<file path="src/rtl/ni_packet_controller.sv">
`default_nettype none
// ============================================================================
// Module   : ni_packet_controller
// Purpose  : Network-interface sequencer between the MIPS core and its NoC
//            router port. TX turns one core word into a head+tail packet;
//            RX reassembles head+tail packets into a small FIFO for the core.
// Ports    : clk, rst_n            - clock, async active-low reset
//            proc_valid/proc_data/dest_add, mips_ni   - core -> NI word
//            data_valid/ni_data_out/ni_src_out, proc_ready_in - NI -> core
//            tx_flit/tx_valid/tx_ready               - NI -> router
//            rx_flit/rx_valid/rx_ready               - router -> NI
//            rx_count, rx_err                        - FIFO level, error pulse
// Revision : 1.0 - initial release
// ============================================================================
module ni_packet_controller #(
   parameter int         DATA_W   = 32,
   parameter logic [1:0] NODE_ID  = 2'd0,
   parameter int         RX_DEPTH = 4
) (
   input  logic                          clk,
   input  logic                          rst_n,
   input  logic                          proc_valid,
   input  logic [DATA_W-1:0]             proc_data,
   input  logic [1:0]                    dest_add,
   output logic                          mips_ni,
   output logic                          data_valid,
   output logic [DATA_W-1:0]             ni_data_out,
   output logic [1:0]                    ni_src_out,
   input  logic                          proc_ready_in,
   output logic [DATA_W+1:0]             tx_flit,
   output logic                          tx_valid,
   input  logic                          tx_ready,
   input  logic [DATA_W+1:0]             rx_flit,
   input  logic                          rx_valid,
   output logic                          rx_ready,
   output logic [$clog2(RX_DEPTH):0]     rx_count,
   output logic                          rx_err
);

   localparam int         AW      = $clog2(RX_DEPTH);
   localparam int         CW      = AW + 1;
   localparam logic [1:0] FT_HEAD = 2'b01;
   localparam logic [1:0] FT_TAIL = 2'b10;

   typedef enum logic [1:0] {T_IDLE = 2'd0, T_HEAD = 2'd1, T_TAIL = 2'd2} tx_state_t;
   typedef enum logic [0:0] {R_HEAD = 1'b0, R_TAIL = 1'b1} rx_state_t;

   tx_state_t           tx_state;
   logic [DATA_W-1:0]   tx_data;

   rx_state_t           rx_state;
   logic [1:0]          rx_src;
   logic [DATA_W+1:0]   mem [RX_DEPTH];   // {src, data}
   logic [AW-1:0]       wr_ptr;
   logic [AW-1:0]       rd_ptr;

   // ------------------------------------------------------------------------
   // TX: the head flit is built at acceptance so only the data word needs
   // to be held for the tail.
   // ------------------------------------------------------------------------
   always_ff @(posedge clk or negedge rst_n) begin
      if (!rst_n) begin
         tx_state <= T_IDLE;
         tx_data  <= '0;
         tx_flit  <= '0;
         tx_valid <= 1'b0;
         mips_ni  <= 1'b1;
      end else begin
         case (tx_state)
            T_IDLE: begin
               if (proc_valid) begin
                  tx_data  <= proc_data;
                  tx_flit  <= {FT_HEAD, {(DATA_W-4){1'b0}}, dest_add, NODE_ID};
                  tx_valid <= 1'b1;
                  mips_ni  <= 1'b0;
                  tx_state <= T_HEAD;
               end
            end
            T_HEAD: begin
               if (tx_ready) begin
                  tx_flit  <= {FT_TAIL, tx_data};
                  tx_state <= T_TAIL;
               end
            end
            T_TAIL: begin
               if (tx_ready) begin
                  tx_flit  <= '0;
                  tx_valid <= 1'b0;
                  mips_ni  <= 1'b1;
                  tx_state <= T_IDLE;
               end
            end
            default: begin
               tx_flit  <= '0;
               tx_valid <= 1'b0;
               mips_ni  <= 1'b1;
               tx_state <= T_IDLE;
            end
         endcase
      end
   end

   // ------------------------------------------------------------------------
   // RX
   // ------------------------------------------------------------------------
   logic [1:0] rx_type;
   logic       rx_fire;
   logic       rx_full;
   logic       push;
   logic       pop;

   assign rx_type    = rx_flit[DATA_W+1:DATA_W];
   assign rx_full    = (rx_count == CW'(RX_DEPTH));
   // Heads never need storage; only a pending tail is throttled by FIFO
   // space, and that uses the registered count (no pop bypass).
   assign rx_ready   = (rx_state == R_HEAD) || !rx_full;
   assign rx_fire    = rx_valid && rx_ready;
   assign push       = rx_fire && (rx_state == R_TAIL) && (rx_type == FT_TAIL);
   assign data_valid = (rx_count != '0);
   assign pop        = data_valid && proc_ready_in;

   assign ni_data_out = data_valid ? mem[rd_ptr][DATA_W-1:0]      : '0;
   assign ni_src_out  = data_valid ? mem[rd_ptr][DATA_W+1:DATA_W] : '0;

   always_ff @(posedge clk or negedge rst_n) begin
      if (!rst_n) begin
         rx_state <= R_HEAD;
         rx_src   <= '0;
         rx_err   <= 1'b0;
      end else begin
         rx_err <= 1'b0;
         if (rx_fire) begin
            case (rx_state)
               R_HEAD: begin
                  if (rx_type == FT_HEAD) begin
                     rx_src   <= rx_flit[1:0];
                     rx_state <= R_TAIL;
                  end else begin
                     rx_err <= 1'b1;
                  end
               end
               R_TAIL: begin
                  if (rx_type == FT_TAIL) begin
                     rx_state <= R_HEAD;
                  end else if (rx_type == FT_HEAD) begin
                     // A fresh head restarts the packet with the new source.
                     rx_src <= rx_flit[1:0];
                     rx_err <= 1'b1;
                  end else begin
                     rx_err <= 1'b1;
                  end
               end
               default: rx_state <= R_HEAD;
            endcase
         end
      end
   end

   always_ff @(posedge clk or negedge rst_n) begin
      if (!rst_n) begin
         wr_ptr   <= '0;
         rd_ptr   <= '0;
         rx_count <= '0;
      end else begin
         if (push) wr_ptr <= wr_ptr + AW'(1);
         if (pop)  rd_ptr <= rd_ptr + AW'(1);
         case ({push, pop})
            2'b10:   rx_count <= rx_count + CW'(1);
            2'b01:   rx_count <= rx_count - CW'(1);
            default: rx_count <= rx_count;
         endcase
      end
   end

   // Storage needs no reset: the read outputs are masked while empty.
   always_ff @(posedge clk) begin
      if (push) mem[wr_ptr] <= {rx_src, rx_flit[DATA_W-1:0]};
   end

endmodule
`default_nettype wire

</file>
<file path="config.mk">
export PLATFORM = sky130hd
export DESIGN_NAME = ni_packet_controller
export DESIGN_NICKNAME = d
export VERILOG_FILES = /design/src/rtl/ni_packet_controller.sv
export SDC_FILE = /design/constraint.sdc
export NUM_CORES = 1
export LEC_CHECK = 0
export CORE_MARGIN = 2
export CORE_UTILIZATION = 56
export DETAILED_ROUTE_END_ITERATION = 10
export GPL_TIMING_DRIVEN = 0
export PLACE_DENSITY = 0.86
export SLEW_MARGIN = 20
export SYNTH_ARGS = -nofsm -noshare
export SYNTH_HDL_FRONTEND = slang
export SYNTH_SLANG_ARGS = --single-unit
</file>
<file path="constraint.sdc">
create_clock -name clk -period 3.25 [get_ports clk]
set_input_delay 0.65 -clock clk [delete_from_list [all_inputs] [get_ports clk]]
set_output_delay 0.65 -clock clk [all_outputs]
set_load 0.01 [all_outputs]
</file>
==> results.ini <==
[route]
drtPass1Iterations=4
antenna_left=0
route.detailed.drc=0
wl_per_cell_um=20.7
vias=4495
avgViaCountPerCell=5.58
wirelength_um=16700
dr.first_iter.drc_count=225

[die]
rows=44
start_util_pct=57.5
fp.dieH_um=126
num_io_pins=150
core_area_um2=14600
dieArea_um2=16000
die_x_um=126

[placement]
dp_hpwl_um=10700
dp_slack_ns=0.280
gp_congestion=0.765
port_buffers=149

[sta]
worstMarginPinSlew_ns=0.933
setup_viol=0
finalCritPeriodShare_pct=95.6
fin_crit_ns=3.11
holdWs_ns=0.0373
finalMaxSlewViolations=0
fmax_mhz=322
hold_viol_final=0
rsz0062_at_grt=no
layout_setup_ws_ns=0.142
relSlewSlack_pct=37.8
fin_skew_ns=0.00771
setup_tns_ns=0

[global_routing]
grt_use_total_pct=21.3
grt_max_degree=61
antenna_found_initial=0
grt_pass1_wl_um=26800
overflow=0
grt_pass1_vias=4970

[critical_path]
critPathLaunchType=flop
crit_arrival_ns=2.46
slowest_stage=or3_1
reg2reg_slack_ns=0.94
path_max_fanout=10
cp.required_ns=2.60
crit_type=flop to output port
path_cells=or3_1 -> clkbuf_2 -> and2_1 -> clkdlybuf4s50_1
slowest_delay_ns=0.59
end_kind=output port

[finish]
layout_commonest_cell=clkdlybuf4s50_1
area_growth_pct=29.5
most-common-layout-cells=clkdlybuf4s50_1 (148), edfxtp_1 (136), dfrtp_1 (78)
drive_above_1_share_pct=20.9
nets=685
fin_util_pct=74.5
antenna_cells=0

[job]
cap_violations=0

[logic_synthesis]
synth_seq_cells=215
yosysWarnings=0
yosysSeqAreaShare_pct=72.3
synth_edf_count=136
async_reset_ff_share_pct=36.7
synth_top_area_share_pct=48.7
synth_cells=432
synth_area_leaders=edfxtp_1 (49%), dfrtp_1 (23%), mux4_2 (8.1%)
synth.net_count=512
synth_largest_area_cell=edfxtp_1
ys_types=40
synth_top_flop_cell=edfxtp_1
synth_area_um2=8390
avgSynthCellArea_um2=19.4

[clocking]
cts_tree=yes
hold_buffers=0
root_buffer=clkbuf_16
cts.clk_slew.worst_paths_ns=0.06
clock-sinks=215
cts_buffer_depth=3
insertion_delay_ns=0.49
cts_buffers=22
cts.htree.levels=1

[power_and_ir_drop]
p_leak_uw=0.00405
finalPower_uw=9400
vdd_ir_drop_max_uv=592
power.density_nw_per_um2=865

[run_status]
status=completed

[min_path]
hp-class=input port to asynchronous set/reset pin

[repair_timing]
| action | 4_1_cts | 5_1_grt |
|---|---|---|
| resized for setup | 1 | 2 |
| endpoints found under the setup margin | 19 | 3 |
| buffers inserted | 0 | 0 |
[synth_stat cells, types with 3 or more instances]
master      n
nor2_1      5
xor2_1      3
edfxtp_1  136
ha_1        5
a22o_1     32
dfrtp_1    78
inv_1       9
buf_12      3
mux4_1      4
mux2_2     32
nand2_1     3
xnor2_1     3
and2_1     36
buf_4       3
buf_6       5
mux4_2     30
buf_2       8
and2_2      4
clkbuf_1    5
[final cells by class]
| type | count | area, µm² |
|---|---|---|
| Sequential cell | 215 | 6060 |
| Fill cell | 832 | 3720 |
| Multi-Input combinational cell | 184 | 2100 |
| Timing Repair Buffer | 150 | 1520 |
| Clock buffer | 25 | 583 |
| Tap cell | 184 | 230 |
| Buffer | 23 | 196 |
| Clock inverter | 15 | 150 |
| Inverter | 9 | 33.8 |
[critical path: cells and delay by family, from the launching register on]
family,cells,cell delay [ns]
AND/OR/NAND/NOR,2,0.78
buffers and inverters,2,0.78
flip-flops,1,0.41
[where the power goes]
group          switching (µW)  leakage [µW]  internal (µW)  total [µW]
registers                 271       0.00220           3410        3680
clock network            1010      0.000360           1530        2530
logic                    1310       0.00149           1870        3180
total                    2590       0.00405           6810        9400
[sequential cells by signal, indices dropped and copies added, names as in the netlist, 2 cells and up]
| name | cells |
|---|---|
| rd_ptr | 2 |
| tx_flit | 34 |
| mem | 136 |
| rx_src | 2 |
| rx_count | 3 |
| wr_ptr | 2 |
| tx_data | 32 |
[routing by layer]
layer,track usage (%),up-vias,wire length (µm)
met5,0,-,0
met4,5.11,0,291
met3,7.51,24,1570
met2,35.7,181,8090
met1,27.1,2263,6720
li1,-,2027,-
[logic make-up after synthesis]
kind of cell             synth area share (%)
flip-flops                               72.3
multiplexers                             14.3
AND/OR/NAND/NOR                          4.86
AO/OA/AOI/OAI                            4.22
buffers and inverters                    2.76
XOR/XNOR                                0.627
adder cells (fa/ha/maj)                 0.984
[metrics by stage]
step	cell area, µm²	cells
2_1_floorplan	8390	432
3_3_place_gp	10100	765
3_5_place_dp	10100	766
4_1_cts	10900	805
5_1_grt	10900	805
6_report	10900	805
[path summary, 6_finish.rpt]
| check | startpoint | to | cells past startpoint |
|---|---|---|---|
| worst max-delay path | rx_count[1] | ni_data_out[27] | 4 |
| worst min-delay path | rst_n | tx_flit[33] | 1 |
| worst max register to register | rx_count[0] | mem[3][25] | 3 |
| worst min register to register | tx_flit[3] | tx_flit[3] | 1 |
| max in group asynchronous | rst_n | tx_data[23] | 2 |
| min in group clk | tx_flit[3] | tx_flit[3] | 1 |
Note: power is estimated with default switching activity, not from simulation.
